--- src/rtl/apb_master_arbiter_if.sv ---
// Requester command/response signals and the shared APB bus for apb_master_arbiter.
// The master modport is the arbiter's view; the slave modport is the environment's view.
interface apb_master_arbiter_if #(
    parameter int ADDR_W = 8,
    parameter int DATA_W = 8
);
    logic              r0_valid;
    logic              r0_write;
    logic [1:0]        r0_id;
    logic [ADDR_W-1:0] r0_addr;
    logic [DATA_W-1:0] r0_wdata;
    logic              r0_ack;
    logic              r0_done;
    logic [DATA_W-1:0] r0_rdata;
    logic              r0_err;

    logic              r1_valid;
    logic              r1_write;
    logic [1:0]        r1_id;
    logic [ADDR_W-1:0] r1_addr;
    logic [DATA_W-1:0] r1_wdata;
    logic              r1_ack;
    logic              r1_done;
    logic [DATA_W-1:0] r1_rdata;
    logic              r1_err;

    logic [3:0]        apb_sel;
    logic              apb_enable;
    logic              apb_write;
    logic [ADDR_W-1:0] apb_addr;
    logic [DATA_W-1:0] apb_wdata;
    logic [DATA_W-1:0] apb_rdata;
    logic              apb_ready;

    modport master (
        input  r0_valid, r0_write, r0_id, r0_addr, r0_wdata,
        input  r1_valid, r1_write, r1_id, r1_addr, r1_wdata,
        input  apb_rdata, apb_ready,
        output r0_ack, r0_done, r0_rdata, r0_err,
        output r1_ack, r1_done, r1_rdata, r1_err,
        output apb_sel, apb_enable, apb_write, apb_addr, apb_wdata
    );

    modport slave (
        output r0_valid, r0_write, r0_id, r0_addr, r0_wdata,
        output r1_valid, r1_write, r1_id, r1_addr, r1_wdata,
        output apb_rdata, apb_ready,
        input  r0_ack, r0_done, r0_rdata, r0_err,
        input  r1_ack, r1_done, r1_rdata, r1_err,
        input  apb_sel, apb_enable, apb_write, apb_addr, apb_wdata
    );
endinterface

--- src/rtl/apb_master_arbiter.sv ---
// Two-requester APB master: round-robin grant, SETUP/ACCESS sequencing,
// slave wait states and a wait-state timeout abort. All outputs are registered.
module apb_master_arbiter #(
    parameter int ADDR_W   = 8,
    parameter int DATA_W   = 8,
    parameter int WAIT_MAX = 16
) (
    input logic clk,
    input logic reset,
    apb_master_arbiter_if.master bus
);
    localparam int CNT_W = $clog2(WAIT_MAX + 1);

    typedef enum logic [1:0] {IDLE, SETUP, ACCESS} state_t;

    state_t            state;
    logic              owner;
    logic              last_grant;
    logic [CNT_W-1:0]  wait_cnt;

    logic [3:0]        sel;
    logic              enable;
    logic              write;
    logic [ADDR_W-1:0] addr;
    logic [DATA_W-1:0] wdata;
    logic [1:0]        ack;
    logic [1:0]        done;
    logic [1:0]        err;
    logic [DATA_W-1:0] r0_rdata;
    logic [DATA_W-1:0] r1_rdata;

    logic              grant_any;
    logic              pick;
    logic              pick_write;
    logic [1:0]        pick_id;
    logic [ADDR_W-1:0] pick_addr;
    logic [DATA_W-1:0] pick_wdata;

    // On a tie the requester that was not granted last wins.
    always_comb begin
        grant_any  = bus.r0_valid | bus.r1_valid;
        pick       = (bus.r0_valid && bus.r1_valid) ? ~last_grant : bus.r1_valid;
        pick_write = pick ? bus.r1_write : bus.r0_write;
        pick_id    = pick ? bus.r1_id    : bus.r0_id;
        pick_addr  = pick ? bus.r1_addr  : bus.r0_addr;
        pick_wdata = pick ? bus.r1_wdata : bus.r0_wdata;
    end

    always_ff @(posedge clk) begin
        if (reset) begin
            state      <= IDLE;
            owner      <= 1'b0;
            last_grant <= 1'b1;
            wait_cnt   <= '0;
            sel        <= '0;
            enable     <= 1'b0;
            write      <= 1'b0;
            addr       <= '0;
            wdata      <= '0;
            ack        <= '0;
            done       <= '0;
            err        <= '0;
            r0_rdata   <= '0;
            r1_rdata   <= '0;
        end else begin
            ack  <= '0;
            done <= '0;
            err  <= '0;
            case (state)
                IDLE: begin
                    sel    <= '0;
                    enable <= 1'b0;
                    if (grant_any) begin
                        owner      <= pick;
                        last_grant <= pick;
                        write      <= pick_write;
                        addr       <= pick_addr;
                        wdata      <= pick_wdata;
                        sel        <= 4'b0001 << pick_id;
                        ack        <= pick ? 2'b10 : 2'b01;
                        state      <= SETUP;
                    end
                end
                SETUP: begin
                    enable <= 1'b1;
                    state  <= ACCESS;
                end
                ACCESS: begin
                    if (bus.apb_ready) begin
                        if (!write) begin
                            if (owner) r1_rdata <= bus.apb_rdata;
                            else       r0_rdata <= bus.apb_rdata;
                        end
                        done     <= owner ? 2'b10 : 2'b01;
                        sel      <= '0;
                        enable   <= 1'b0;
                        wait_cnt <= '0;
                        state    <= IDLE;
                    end else if (wait_cnt == CNT_W'(WAIT_MAX - 1)) begin
                        // This low cycle is the WAIT_MAX-th in a row: abort.
                        done     <= owner ? 2'b10 : 2'b01;
                        err      <= owner ? 2'b10 : 2'b01;
                        sel      <= '0;
                        enable   <= 1'b0;
                        wait_cnt <= '0;
                        state    <= IDLE;
                    end else begin
                        wait_cnt <= wait_cnt + CNT_W'(1);
                    end
                end
                default: state <= IDLE;
            endcase
        end
    end

    assign bus.apb_sel    = sel;
    assign bus.apb_enable = enable;
    assign bus.apb_write  = write;
    assign bus.apb_addr   = addr;
    assign bus.apb_wdata  = wdata;
    assign bus.r0_ack     = ack[0];
    assign bus.r1_ack     = ack[1];
    assign bus.r0_done    = done[0];
    assign bus.r1_done    = done[1];
    assign bus.r0_err     = err[0];
    assign bus.r1_err     = err[1];
    assign bus.r0_rdata   = r0_rdata;
    assign bus.r1_rdata   = r1_rdata;
endmodule

--- src/flat_wrapper.sv ---
// flat-port wrapper written by rule: the top's interface ports become plain ports
module apb_master_arbiter_flat 
#(
    parameter int ADDR_W   = 8,
    parameter int DATA_W   = 8,
    parameter int WAIT_MAX = 16
)
  (clk, reset, bus_r0_valid, bus_r0_write, bus_r0_id, bus_r0_addr, bus_r0_wdata, bus_r1_valid, bus_r1_write, bus_r1_id, bus_r1_addr, bus_r1_wdata, bus_apb_rdata, bus_apb_ready, bus_r0_ack, bus_r0_done, bus_r0_rdata, bus_r0_err, bus_r1_ack, bus_r1_done, bus_r1_rdata, bus_r1_err, bus_apb_sel, bus_apb_enable, bus_apb_write, bus_apb_addr, bus_apb_wdata);
  apb_master_arbiter_if #(.ADDR_W(ADDR_W), .DATA_W(DATA_W)) bus_i ();
  input logic clk;
  input logic reset;
  input wire logic [$bits(bus_i.r0_valid)-1:0] bus_r0_valid;
  input wire logic [$bits(bus_i.r0_write)-1:0] bus_r0_write;
  input wire logic [$bits(bus_i.r0_id)-1:0] bus_r0_id;
  input wire logic [$bits(bus_i.r0_addr)-1:0] bus_r0_addr;
  input wire logic [$bits(bus_i.r0_wdata)-1:0] bus_r0_wdata;
  input wire logic [$bits(bus_i.r1_valid)-1:0] bus_r1_valid;
  input wire logic [$bits(bus_i.r1_write)-1:0] bus_r1_write;
  input wire logic [$bits(bus_i.r1_id)-1:0] bus_r1_id;
  input wire logic [$bits(bus_i.r1_addr)-1:0] bus_r1_addr;
  input wire logic [$bits(bus_i.r1_wdata)-1:0] bus_r1_wdata;
  input wire logic [$bits(bus_i.apb_rdata)-1:0] bus_apb_rdata;
  input wire logic [$bits(bus_i.apb_ready)-1:0] bus_apb_ready;
  output wire logic [$bits(bus_i.r0_ack)-1:0] bus_r0_ack;
  output wire logic [$bits(bus_i.r0_done)-1:0] bus_r0_done;
  output wire logic [$bits(bus_i.r0_rdata)-1:0] bus_r0_rdata;
  output wire logic [$bits(bus_i.r0_err)-1:0] bus_r0_err;
  output wire logic [$bits(bus_i.r1_ack)-1:0] bus_r1_ack;
  output wire logic [$bits(bus_i.r1_done)-1:0] bus_r1_done;
  output wire logic [$bits(bus_i.r1_rdata)-1:0] bus_r1_rdata;
  output wire logic [$bits(bus_i.r1_err)-1:0] bus_r1_err;
  output wire logic [$bits(bus_i.apb_sel)-1:0] bus_apb_sel;
  output wire logic [$bits(bus_i.apb_enable)-1:0] bus_apb_enable;
  output wire logic [$bits(bus_i.apb_write)-1:0] bus_apb_write;
  output wire logic [$bits(bus_i.apb_addr)-1:0] bus_apb_addr;
  output wire logic [$bits(bus_i.apb_wdata)-1:0] bus_apb_wdata;
  assign bus_i.r0_valid = bus_r0_valid;
  assign bus_i.r0_write = bus_r0_write;
  assign bus_i.r0_id = bus_r0_id;
  assign bus_i.r0_addr = bus_r0_addr;
  assign bus_i.r0_wdata = bus_r0_wdata;
  assign bus_i.r1_valid = bus_r1_valid;
  assign bus_i.r1_write = bus_r1_write;
  assign bus_i.r1_id = bus_r1_id;
  assign bus_i.r1_addr = bus_r1_addr;
  assign bus_i.r1_wdata = bus_r1_wdata;
  assign bus_i.apb_rdata = bus_apb_rdata;
  assign bus_i.apb_ready = bus_apb_ready;
  assign bus_r0_ack = bus_i.r0_ack;
  assign bus_r0_done = bus_i.r0_done;
  assign bus_r0_rdata = bus_i.r0_rdata;
  assign bus_r0_err = bus_i.r0_err;
  assign bus_r1_ack = bus_i.r1_ack;
  assign bus_r1_done = bus_i.r1_done;
  assign bus_r1_rdata = bus_i.r1_rdata;
  assign bus_r1_err = bus_i.r1_err;
  assign bus_apb_sel = bus_i.apb_sel;
  assign bus_apb_enable = bus_i.apb_enable;
  assign bus_apb_write = bus_i.apb_write;
  assign bus_apb_addr = bus_i.apb_addr;
  assign bus_apb_wdata = bus_i.apb_wdata;
  apb_master_arbiter #(.ADDR_W(ADDR_W), .DATA_W(DATA_W), .WAIT_MAX(WAIT_MAX)) u_core (.clk(clk), .reset(reset), .bus(bus_i));
endmodule
--- config.mk ---
export PLATFORM = sky130hd
export DESIGN_NAME = apb_master_arbiter_flat
export DESIGN_NICKNAME = d
export VERILOG_FILES = /design/src/rtl/apb_master_arbiter_if.sv /design/src/rtl/apb_master_arbiter.sv /design/src/flat_wrapper.sv
export SDC_FILE = /design/constraint.sdc
export NUM_CORES = 1
export LEC_CHECK = 0
export CORE_MARGIN = 1
export CORE_UTILIZATION = 43
export DETAILED_ROUTE_END_ITERATION = 7
export GPL_TIMING_DRIVEN = 0
export HOLD_SLACK_MARGIN = 0.05
export PLACE_DENSITY = 0.77
export SLEW_MARGIN = 30
export SYNTH_ARGS = -nofsm -noshare
export SYNTH_HDL_FRONTEND = slang
export SYNTH_SLANG_ARGS = --single-unit
--- constraint.sdc ---
create_clock -name clk -period 1.5 [get_ports clk]
set_input_delay 0.3 -clock clk [delete_from_list [all_inputs] [get_ports clk]]
set_output_delay 0.3 -clock clk [all_outputs]
set_load 0.1 [all_outputs]
==> results.json, run 1 <==
{
  "crit_buf_inv": 2,
  "area_growth_pct": 42.7,
  "io_pins": 95,
  "fin_nets": 419,
  "synth_flop_cell": "dfxtp_1",
  "synth_compound_area_share_pct": 25.4,
  "synthCells": 268,
  "syn_area_per_cell_um2": 8.68,
  "hold_viol_final": 0,
  "ctsHoldBuffers": 0,
  "cp_cell_sequence": "clkdlybuf4s50_1 -> a21bo_2 -> buf_6 -> o32a_1 -> o32ai_1",
  "power.leakage_uw": 0.00131,
  "critPathLaunchType": "input pin",
  "drc": 0,
  "ys_types": 42,
  "drt_iter0_markers": 153,
  "dpl.cell_count": 431,
  "ctsLongestPathBuffers": 2,
  "synth-simple-area-share_pct": 20.3,
  "clock.fmax_mhz": 675,
  "multiInputGateArea_um2": 1160,
  "htree_levels": 2,
  "critPathArrivalTime_ps": 1700,
  "die_area_um2": 5710,
  "register_area_um2": 1060,
  "powerDensity_nw_per_um2": 1110,
  "dr.pass1.iters": 4,
  "critPathKind": "input pin to register",
  "status": "complete, no violations",
  "synth_top_area_share_pct": 45.6,
  "peakVddDrop_uv": 507,
  "yosys-top-cells-area": "dfxtp_1 (46%), a21oi_1 (8.4%), nand2_1 (6.6%)",
  "hold_class": "input pin to register",
  "crit_family": "compound AO/OA/AOI/OAI gates",
  "drive_gt1_share_pct": 25.6,
  "synth_area_um2": 2330,
  "async_reset_ff_share_pct": 0,
  "io_buffers": 93,
  "crit_path_max_incr_delay_ps": 510,
  "die_h_um": 75.5,
  "dieWidth_um": 75.5,
  "slowest_stage": "clkdlybuf4s50_1",
  "cts_made_buffers": 5,
  "antenna_cells": 0,
  "antenna_found_initial": 0,
  "grt_pass1_wl_mm": 9.94,
  "routedWlPerCell_um": 14.8,
  "start_util_pct": 45.0,
  "via_per_inst": 5.43,
  "grt.total_usage_pct": 23.0,
  "path_clk_slew_ps": 90,
  "synth_top_area_cell": "dfxtp_1",
  "worstPathRequired_ps": 1720,
  "ys_warn_count": 0,
  "timing.slew.headroom_pct": 60.0,
  "final_antenna_net_count": 0,
  "synth_fa_ha_area_share_pct": 0.538,
  "dpl.hpwl_mm": 4.54,
  "syn_nets": 320,
  "overflow": 0,
  "setup_viol": 0,
  "fin_crit_sh_pct": 98.8,
  "final-max-slew-violation-count": 0,
  "routed_wl_mm": 6.48,
  "end_kind": "register",
  "grt_max_degree": 16,
  "num-fill-cells": 469,
  "synth_edf_count": 0,
  "ys_ff_latch": 53,
  "clock-root-buffer": "clkbuf_8",
  "critPathMaxFanout": 10,
  "gp_congestion": 0.764,
  "num_rows": 26,
  "drv_cap": 0,
  "synthXorXnorAreaFrac_pct": 0,
  "first_global_vias": 2171,
  "finClkSkew_ps": 5.56,
  "tightest_slew_ps": 600,
  "numClockSinks": 53,
  "synth.area.mux_share_pct": 1.83,
  "clk_latency_ps": 310,
  "synth_top_family_by_area": "compound AO/OA/AOI/OAI gates",
  "fin_util_pct": 64.2,
  "fin_crit_ps": 1480,
  "cts_tree": "built",
  "stdcell_count": 437,
  "yosysSeqAreaShare_pct": 45.6,
  "vias": 2375,
  "core_um2": 5170
}
metrics by stage:
step | TNS (ps) | power (µW) | cell area, µm² | worst slack, ps | hold slack (ps)
floorplan | 0 | 2450 | 2330 | 4.39 | 448
global placement | -21630 | 2810 | 3350 | -452 | 439
detailed placement | -22110 | 2820 | 3350 | -430 | 445
CTS | 0 | 3710 | 3420 | 0.466 | 458
global route | -75.1 | 3820 | 3320 | -37.2 | 405
finish | 0 | 3690 | 3320 | 17.4 | 412
per-layer routing:
| layer | vias to the layer above | routed length (µm) | GRT usage (%) |
|---|---|---|---|
| met5 | - | 0 | 0 |
| met4 | 0 | 60 | 7.20 |
| met3 | 5 | 502 | 6.88 |
| met2 | 95 | 3130 | 38.0 |
| met1 | 1112 | 2780 | 28.9 |
| li1 | 1163 | - | - |
cells in the final DEF (no fill, tap or decap), types with 3 or more instances in the layout:
cell type / n
inv_1: 7
nor2_1: 8
clkbuf_1: 6
a311oi_1: 7
o32ai_1: 3
nand4b_1: 3
a21oi_1: 38
clkbuf_8: 5
o21ai_0: 17
nand2_1: 41
nor2b_1: 5
buf_6: 4
buf_2: 44
clkbuf_2: 5
clkbuf_4: 3
nand3_1: 18
clkdlybuf4s50_1: 48
dfxtp_1: 51
a311oi_2: 10
state kept, by name (all words and copies together), names as in the netlist, 2 cells and up:
register,flops
u_core.bus.apb_addr,8
u_core.bus.apb_sel,4
u_core.ack,2
u_core.bus.r0_rdata,8
u_core.done,2
u_core.err,2
u_core.state,2
u_core.wait_cnt,5
u_core.bus.apb_wdata,8
u_core.bus.r1_rdata,8
logic make-up after synthesis:
| kind of cell | after synthesis |
|---|---|
| AOI/OAI and AO/OA | 85 |
| adders and majority gates | 1 |
| buffers and inverters | 31 |
| DFF | 53 |
| muxes | 4 |
| and+or+nand+nor | 94 |
report_power, final:
part | leakage (µW) | total, µW | internal [µW] | switching [µW]
clock network | 0.0000540 | 945 | 486 | 459
logic | 0.000822 | 1200 | 339 | 861
registers | 0.000434 | 1550 | 1490 | 51.5
total | 0.00131 | 3690 | 2320 | 1370
what timing repair did:
item,CTS,global route
resized for setup,185,61
pin swaps,0,0
gates cloned,0,0
setup endpoints to repair,58,66
buffers inserted,0,1
tightest hold or removal path: stages:
cell            delay [ps]
dlymetal6s2s_1         180
nand2_1                 80
a221o_1                130
synthesized netlist by cell type, types with 2 or more instances:
| cell type | number |
|---|---|
| dfxtp_1 | 53 |
| nand2_1 | 41 |
| a21oi_1 | 39 |
| nand3_1 | 18 |
| o21ai_0 | 17 |
| clkbuf_1 | 12 |
| a311oi_2 | 10 |
| buf_2 | 8 |
| nor2_1 | 8 |
| a311oi_1 | 7 |
| inv_1 | 7 |
| nor2b_1 | 5 |
| o32ai_1 | 4 |
| nand4b_1 | 3 |
| a31oi_1 | 2 |
| buf_6 | 2 |
| mux2_2 | 2 |
| mux2i_1 | 2 |
| nand3b_1 | 2 |
| nor3_1 | 2 |
| nor3b_1 | 2 |
| nor4_1 | 2 |
final timing paths:
check	from	end	slack, ps	cells past startpoint
max reg2reg	u_core.wait_cnt[0]	u_core.bus.apb_sel[1]	80	5
min	bus_r0_valid	u_core.last_grant	410	3
max	bus_r1_valid	u_core.bus.apb_sel[0]	20	5
min reg2reg	u_core.bus.apb_enable	u_core.bus.apb_enable	450	2
area by class of cell:
class,count,area share (%)
tap,70,2.64
timing repair buffer,94,22.2
inverter,7,0.792
buffer,22,4.37
clock inverter,2,1.06
multi-input combinational,184,34.8
sequential,53,32.0
clock buffer,5,2.07
Note: power is estimated with default switching activity, not from simulation.
==> inputs of run 2 (changes only) <==
--- a/config.mk
+++ b/config.mk
@@ -10,7 +10,7 @@
 export DETAILED_ROUTE_END_ITERATION = 7
 export GPL_TIMING_DRIVEN = 0
 export HOLD_SLACK_MARGIN = 0.05
-export PLACE_DENSITY = 0.77
+export PLACE_DENSITY = 0.78
 export SLEW_MARGIN = 30
 export SYNTH_ARGS = -nofsm -noshare
 export SYNTH_HDL_FRONTEND = slang
==> results.json, run 2 (same netlist as run 1, synthesis figures left out) <==
{
  "fin_area_um2": 3310,
  "routed_wl_mm": 6.30,
  "drv_cap": 0,
  "ctsLongestPathBuffers": 2,
  "final_common_cell": "dfxtp_1",
  "critPathArrivalTime_ps": 1670,
  "clock-root-buffer": "clkbuf_8",
  "core_um2": 5170,
  "tightest_slew_ps": 583,
  "drc": 0,
  "critPathLaunchType": "input pin",
  "die_h_um": 75.5,
  "finClkSkew_ps": 5.53,
  "tns_ps": 0,
  "status": "complete, no violations",
  "path_clk_slew_ps": 90,
  "grt_pass1_wl_mm": 9.76,
  "start_util_pct": 45.0,
  "die_area_um2": 5710,
  "final_antenna_net_count": 0,
  "drive_gt1_share_pct": 25.9,
  "timing.slew.headroom_pct": 61.1,
  "wl_met1_mm": 2.73,
  "hold-worst-slack_ps": 384,
  "rsz0062_at_grt": "true",
  "powerDensity_nw_per_um2": 1100,
  "dieWidth_um": 75.5,
  "fin_crit_sh_pct": 96.8,
  "clock.fmax_mhz": 689,
  "antenna_found_initial": 0,
  "dr.pass1.iters": 4,
  "worst_slack_ps": 47.6,
  "vias": 2372,
  "first_global_vias": 2106,
  "num-fill-cells": 484,
  "grt.total_usage_pct": 22.7,
  "area_growth_pct": 42.3,
  "clk_latency_ps": 310,
  "num_rows": 26,
  "numClockSinks": 53,
  "drt_iter0_markers": 151,
  "routedWlPerCell_um": 14.3,
  "io_pins": 95,
  "dpl.cell_count": 431,
  "hold_class": "input pin to register",
  "overflow": 0,
  "dpl.hpwl_mm": 4.65,
  "maxUsedRoutingLayer": "met4",
  "antenna_cells": 0,
  "cts_made_buffers": 5,
  "cts_tree": "built",
  "cp_cell_sequence": "clkdlybuf4s50_1 -> a21bo_2 -> buf_6 -> o32a_1 -> o32ai_1",
  "critPathKind": "input pin to register",
  "critPathMaxFanout": 10,
  "io_buffers": 93,
  "postPlaceCellArea_um2": 3350,
  "slowest_stage": "clkdlybuf4s50_1",
  "htree_levels": 2,
  "crit_path_max_incr_delay_ps": 490,
  "power.leakage_uw": 0.00132,
  "gp_congestion": 0.787,
  "via_per_inst": 5.39,
  "fin_nets": 421,
  "hold_viol_final": 0,
  "routed-wl-met2_mm": 2.94,
  "layout_common_cells": "dfxtp_1 (51), clkdlybuf4s50_1 (48), buf_2 (46), nand2_1 (41), a21oi_1 (38)",
  "peakVddDrop_uv": 695,
  "fin_crit_ps": 1450,
  "end_kind": "register",
  "grt_max_degree": 16,
  "wl_met3_um": 557,
  "pre_cts_slack_ps": -502,
  "final-max-slew-violation-count": 0,
  "worstPathRequired_ps": 1720,
  "stdcell_count": 440,
  "setup_viol": 0
}
-- run 2: cell count changes in the layout (fill, tap and decap cells not counted), sizes merged --
| cell | before | now |
|---|---|---|
| clkbuf | 19 | 21 |
| bufinv | 1 | 0 |
| clkdlybuf4s18 | 2 | 1 |
| buf | 50 | 54 |
| clkdlybuf4s15 | 1 | 0 |
-- run 2: final timing paths --
check	startpoint	end	slack, ps	cells after the start
max	bus_r1_valid	u_core.bus.apb_sel[2]	50	5
min	bus_r0_valid	u_core.last_grant	380	3
max reg2reg	u_core.wait_cnt[0]	u_core.bus.apb_sel[3]	110	5
min reg2reg	u_core.bus.apb_enable	u_core.bus.apb_enable	460	2
-- run 2: metal layers --
| metal | global-route usage, % | vias up |
|---|---|---|
| met5 | 0 | - |
| met4 | 7.20 | 0 |
| met3 | 7.41 | 6 |
| met2 | 36.7 | 103 |
| met1 | 28.9 | 1100 |
| li1 | - | 1163 |
-- run 2: layout make-up --
class	count	area, µm²	area share [%]
flip-flops and latches	53	1060	32.1
multi-input cells	184	1150	34.8
inverters	7	26.3	0.794
clock inverters	1	5.00	0.151
clock buffers	7	96.3	2.91
plain buffers	23	145	4.38
well taps	70	87.6	2.65
repair buffers	95	733	22.1
-- run 2: repair_timing --
action | in CTS | in global routing
pin swaps | 0 | 1
gates cloned | 0 | 0
resized for setup | 196 | 49
setup buffers | 0 | 2
endpoints found under the hold margin | 0 | 0
hold buffers | 0 | 0
endpoints found under the setup margin | 58 | 61
-- run 2: power by group --
part	total, µW	switching (µW)	internal (µW)
Sequential	1550	54.1	1490
Combinational	1200	857	341
Clock	880	463	418
Total	3630	1370	2250
-- run 2: worst max-delay path, delay by kind of cell --
kind,cells,cell delay [ps]
compound gates,3,730
buf+inv,2,630
-- run 2: per-stage QoR --
| step | utilization [%] | total power [µW] |
|---|---|---|
| 4_1_cts | 65.4 | 3630 |
| 6_report | 64.0 | 3630 |
| 3_5_place_dp | 64.7 | 2820 |
| 2_1_floorplan | - | 2450 |
| 5_1_grt | 64.0 | 3770 |
| 3_3_place_gp | 64.7 | 2810 |
